`src/rtl/tilt_pkg.sv`:
```
// Shared types and default timing constants for the tilt event source.
package tilt_pkg;

  typedef enum logic [1:0] {
    IDLE,
    ISSUE,
    WAIT
  } state_t;

  localparam int unsigned DEBOUNCE_CYCLES_DEF = 500_000;
  localparam int unsigned TIMEOUT_CYCLES_DEF  = 1_000_000;

endpackage

```
`src/rtl/tilt_debounce.sv`:
```
// Two-flop synchronizer plus counter debouncer for the raw tilt level;
// emits the accepted level and a one-cycle pulse on its rising transition.
module tilt_debounce
  import tilt_pkg::*;
#(
  parameter int unsigned DEBOUNCE_CYCLES = DEBOUNCE_CYCLES_DEF
) (
  input  logic clk,
  input  logic reset,
  input  logic tilt_raw,
  output logic tilt_stable,
  output logic rise
);

  localparam int unsigned CW = (DEBOUNCE_CYCLES > 2) ? $clog2(DEBOUNCE_CYCLES) : 1;

  logic          sync1;
  logic          tilt_sync;
  logic          stable_d;
  logic [CW-1:0] db_cnt;

  always_ff @(posedge clk or posedge reset) begin
    if (reset) begin
      sync1     <= 1'b0;
      tilt_sync <= 1'b0;
    end else begin
      sync1     <= tilt_raw;
      tilt_sync <= sync1;
    end
  end

  // Any sample agreeing with the accepted level restarts the count, so glitches never accumulate.
  always_ff @(posedge clk or posedge reset) begin
    if (reset) begin
      db_cnt      <= '0;
      tilt_stable <= 1'b0;
    end else if (tilt_sync == tilt_stable) begin
      db_cnt <= '0;
    end else if (db_cnt == CW'(DEBOUNCE_CYCLES - 1)) begin
      db_cnt      <= '0;
      tilt_stable <= tilt_sync;
    end else begin
      db_cnt <= db_cnt + CW'(1);
    end
  end

  always_ff @(posedge clk or posedge reset) begin
    if (reset) stable_d <= 1'b0;
    else       stable_d <= tilt_stable;
  end

  assign rise = tilt_stable & ~stable_d;

endmodule

```
`src/rtl/tilt_event_source.sv`:
```
// Turns debounced tilt rising edges into start/done handshakes with a tilt
// counter, capturing results and tracking timeouts and lost edges.
module tilt_event_source
  import tilt_pkg::*;
#(
  parameter int unsigned WIDTH           = 32,
  parameter int unsigned DEBOUNCE_CYCLES = DEBOUNCE_CYCLES_DEF,
  parameter int unsigned TIMEOUT_CYCLES  = TIMEOUT_CYCLES_DEF
) (
  input  logic             clk,
  input  logic             reset,
  input  logic             tilt_raw,
  output logic             start,
  input  logic             done,
  input  logic [WIDTH-1:0] count_in,
  output logic [WIDTH-1:0] last_count,
  output logic [WIDTH-1:0] event_total,
  output logic             busy,
  output logic             timeout_err,
  output logic             overrun,
  input  logic             clear_err
);

  localparam int unsigned TW = (TIMEOUT_CYCLES > 2) ? $clog2(TIMEOUT_CYCLES) : 1;

  state_t           state, state_next;
  logic             pending, pending_next;
  logic [TW-1:0]    wait_cnt, wait_cnt_next;
  logic [WIDTH-1:0] last_count_next, event_total_next;
  logic             timeout_set, overrun_set;
  logic             tilt_stable, rise, accept;

  tilt_debounce #(
    .DEBOUNCE_CYCLES(DEBOUNCE_CYCLES)
  ) u_debounce (
    .clk        (clk),
    .reset      (reset),
    .tilt_raw   (tilt_raw),
    .tilt_stable(tilt_stable),
    .rise       (rise)
  );

  assign accept = rise & tilt_stable;

  always_ff @(posedge clk or posedge reset) begin
    if (reset) state <= IDLE;
    else       state <= state_next;
  end

  always_comb begin
    state_next       = state;
    pending_next     = pending;
    wait_cnt_next    = wait_cnt;
    last_count_next  = last_count;
    event_total_next = event_total;
    timeout_set      = 1'b0;
    overrun_set      = 1'b0;
    unique case (state)
      IDLE: begin
        // A fresh edge arriving together with a queued one stays queued.
        if (accept || pending) begin
          state_next   = ISSUE;
          pending_next = accept && pending;
        end
      end
      ISSUE: begin
        state_next    = WAIT;
        wait_cnt_next = '0;
      end
      WAIT: begin
        wait_cnt_next = wait_cnt + TW'(1);
        if (done) begin
          state_next      = IDLE;
          last_count_next = count_in;
          if (event_total != '1) event_total_next = event_total + WIDTH'(1);
        end else if (wait_cnt == TW'(TIMEOUT_CYCLES - 1)) begin
          state_next  = IDLE;
          timeout_set = 1'b1;
        end
      end
      default: state_next = IDLE;
    endcase
    if (state != IDLE && accept) begin
      if (pending) overrun_set  = 1'b1;
      else         pending_next = 1'b1;
    end
  end

  always_ff @(posedge clk or posedge reset) begin
    if (reset) begin
      pending     <= 1'b0;
      wait_cnt    <= '0;
      last_count  <= '0;
      event_total <= '0;
      timeout_err <= 1'b0;
      overrun     <= 1'b0;
    end else begin
      pending     <= pending_next;
      wait_cnt    <= wait_cnt_next;
      last_count  <= last_count_next;
      event_total <= event_total_next;
      timeout_err <= timeout_set | (timeout_err & ~clear_err);
      overrun     <= overrun_set | (overrun & ~clear_err);
    end
  end

  assign start = (state == ISSUE);
  assign busy  = (state != IDLE);

endmodule

```
`config.mk`:
```
export PLATFORM = sky130hd
export DESIGN_NAME = tilt_event_source
export DESIGN_NICKNAME = d
export VERILOG_FILES = /design/src/rtl/tilt_pkg.sv /design/src/rtl/tilt_debounce.sv /design/src/rtl/tilt_event_source.sv
export SDC_FILE = /design/constraint.sdc
export NUM_CORES = 1
export LEC_CHECK = 0
export BUFFER_PORTS_ARGS = -buffer_cell sky130_fd_sc_hd__buf_2
export CAP_MARGIN = 20
export CORE_ASPECT_RATIO = 0.75
export CORE_MARGIN = 8
export CORE_UTILIZATION = 55
export DETAILED_ROUTE_END_ITERATION = 16
export PLACE_DENSITY = 0.8
export SLEW_MARGIN = 20
export SYNTH_ARGS = -nofsm -noshare
export SYNTH_HDL_FRONTEND = slang
export SYNTH_SLANG_ARGS = --single-unit
```
`constraint.sdc`:
```
create_clock -name clk -period 3.8 [get_ports clk]
set_clock_uncertainty 0.05 [all_clocks]
set_input_delay 0.19 -clock clk [delete_from_list [all_inputs] [get_ports clk]]
set_output_delay 0.19 -clock clk [all_outputs]
set_load 0.03 [all_outputs]
```
==> qor.csv <==
stage;metric;value;unit
pwr;p_total;2.19;mW
yosys;synth-seq-cells;112;
setup_path;crit_path_max_fanout;23;
routing;drt_iter0_markers;200;
setup_path;required;3.98;ns
clocking;clock_tree.buffer_depth;2;
clocking;cts_root_buffer;clkbuf_16;
sta;max_freq;0.389;GHz
yosys;ys_types;44;
routing;dr.pass1.iters;4;
routing;wl;10800;um
finish;nNetsFinal;586;
sta;rsz0062_at_grt;false;
pwr;ir_drop;315;uV
finish;fin_cells;660;
global_route;grt_usage;18.2;%
floorplan;fp-row-count;30;
outcome;violations;negative hold slack;
setup_path;timing.rr.end;event_total[1]$_DFFE_PP0P_;
routing;via_per_inst;5.50;
global_route;grt_overflow;0;
place;io_buffers;104;
finish;regArea;2800;um^2
yosys;synth_ff_type;dfrtp_1;
routing;route.detailed.wl_per_inst;16.4;um
sta;slew_viol_final;0;
yosys;yosysTopAreaCellShare;55.0;%
yosys;syn-instance-count;438;
worst_hold_path;timing.hold.worst.class;input pin to asynchronous set/reset pin;
setup_path;max_stage_delay;0.53;ns
setup_path;worst_setup_path_start_kind;register;
setup_path;crit_path_end_kind;register;
yosys;synth_nets;482;
yosys;async_reset_ff_share;100;%
global_route;grt_pass1_wl;18500;um
setup_path;rr_startpoint;event_total[0]$_DFFE_PP0P_;
setup_path;cpMostUsedCell;nand4_2;
clocking;cts_resized;0;
yosys;synth_edf_count;0;
pwr;power_density;365;nW/um^2
sta;tightest_slew;0.899;ns
global_route;antenna_found_initial;0;
sta;whs;-0.00890;ns
sta;max_slew_margin;39.9;%
setup_path;crit_arrival;2.76;ns
finish;final_cell_mix;dfrtp_1 (112), buf_2 (104), nor2_1 (44);
setup_path;reg2reg_slack;1.23;ns
floorplan;core;9010;um^2
floorplan;io_pins;105;
finish;area_delta_synth_final;17.8;%
finish;n_fill_cell;700;
clocking;cts_sinks;112;
floorplan;die_w;127;um
setup_path;crit_path_top_delay_cell;nand4_2;
pwr;p_leak;3.04;nW
routing;vias;3628;
setup_path;rr_worst_depth;6;
sta;period_minus_slack;2.57;ns
yosys;yosysSeqAreaShare;55.0;%
floorplan;die_area;12600;um^2
yosys;synth_area_leaders;dfrtp_1 (55%), mux2_2 (8.0%), xnor2_1 (6.4%);
yosys;synth_largest_area_cell;dfrtp_1;
finish;multi_input_area;2150;um^2
flow_run;maxCapViolCount;0;
clocking;postCtsHoldBufs;2;
setup_path;worst-path-buf-inv;0;
finish;drive_above_1_share;31.6;%
place;hpwlAfterDp;7850;um
yosys;synth_warnings;0;
clocking;post_cts_buffers;0;
routing;ant_nets;0;
global_route;grt_pass1_vias;3824;
clocking;clk_pin_slew;0.07;ns
place;gp_congestion;0.839;
place;dp.cells;641;
yosys;syn_area_per_cell;11.6;um^2
global_route;grt_max_degree;78;
setup_path;path_depth;6;
sta;finalSetupViolations;0;
clocking;clkLatencyLatePin;0.35;ns
clocking;cts_buffers;9;
floorplan;start_util;56.6;%
setup_path;critPathKind;register to register;
outcome;status;finished with violations;
setup_path;crit_family;simple AND/OR/NAND/NOR gates;
sta;final.setup.tns;0;ns
sta;report.final.hold_viol_count;5;
sta;finalCritPeriodShare;67.7;%
clocking;htreeDepth;3;
routing;remaining_drc_errors;0;
floorplan;die_height;99.4;um
clocking;cts_tree;built;
setup_path;worstPathCellList;ha_1 -> nand4_2 -> nor4b_2 -> nand4_2 -> nand2_1 -> mux2_2;
finish;layout_commonest_cell;dfrtp_1;
yosys;netlist_area;5090;um^2
[flip-flops by register name (all words and copies together) (netlist names)]
signal                  count
event_total                32
u_debounce.db_cnt          19
wait_cnt                   20
u_debounce.tilt_stable      1
u_debounce.stable_d         1
last_count                 32
u_debounce.tilt_sync        1
pending                     1
overrun                     1
timeout_err                 1
state                       2
u_debounce.sync1            1
[power breakdown]
group | internal [mW] | total, mW | switching, mW
combinational | 0.0186 | 0.0516 | 0.0331
sequential | 1.19 | 1.20 | 0.00298
clock | 0.516 | 0.941 | 0.425
total | 1.73 | 2.19 | 0.461
[worst max-delay path by stage]
stage                               start                          to  slack [ns]
6_report       event_total[0]$_DFFE_PP0P_  event_total[1]$_DFFE_PP0P_        1.23
5_1_grt        event_total[0]$_DFFE_PP0P_  event_total[1]$_DFFE_PP0P_        1.04
4_1_cts        event_total[0]$_DFFE_PP0P_  event_total[1]$_DFFE_PP0P_        1.23
3_5_place_dp   event_total[0]$_DFFE_PP0P_  event_total[1]$_DFFE_PP0P_        1.25
3_3_place_gp   event_total[0]$_DFFE_PP0P_  event_total[1]$_DFFE_PP0P_        1.38
2_1_floorplan                       reset  event_total[0]$_DFFE_PP0P_        0.60
[synthesized netlist by cell type (all sizes together) (2+ instances only)]
cell / n
dfrtp: 112
nor2: 44
xnor2: 37
mux2: 36
nand4: 35
xor2: 24
nand2: 21
nand3: 20
and3: 15
buf: 13
inv: 12
and4: 11
and2: 8
o21ai: 8
ha: 7
nor3: 5
a21oi: 4
a22o: 2
clkbuf: 2
nand2b: 2
nand4b: 2
nor2b: 2
nor4: 2
nor4b: 2
o2bb2ai: 2
or2: 2
or3: 2
[cell families (layout without fill, tap and decap cells)]
logic type      after synthesis  in the layout  share of synthesized area, %
simple gates                175            175                          19.4
flops                       112            112                          55.0
mux                          37             37                          8.15
other cells                   0              1                             0
fa+ha+maj                     7              7                          1.72
xor+xnor                     61             61                          10.5
compound gates               19             19                          2.55
buf+inv                      27            136                          2.70
[stage by stage]
step	util, %	area, um^2	hold WS (ns)	worst slack, ns
after detailed placement	63.1	5680	0.250	1.25
after CTS	66.6	6000	0.00702	1.23
final	66.6	6000	-0.00890	1.23
after floorplan	-	5090	0.171	0.601
after global routing	66.6	6000	0.0163	1.04
after global placement	63.1	5680	0.250	1.38
[per-layer routing]
layer / vias up / share of wire, % / GRT usage (%)
met1: 1785 / 44 / 22.7
met2: 86 / 48 / 29.6
met3: 16 / 5.1 / 4.97
met5: - / 0 / 0
met4: 0 / 1.9 / 7.11
li1: 1741 / - / -
[layout make-up]
type	instances	area share (%)
diodes	1	0.0417
clock buffers	10	3.82
clock inverters	6	1.13
inverters	12	0.792
multi-input cells	299	35.9
flip-flops and latches	112	46.7
well taps	112	2.34
repair buffers	108	9.26
Power figures use the tool's default switching activity.
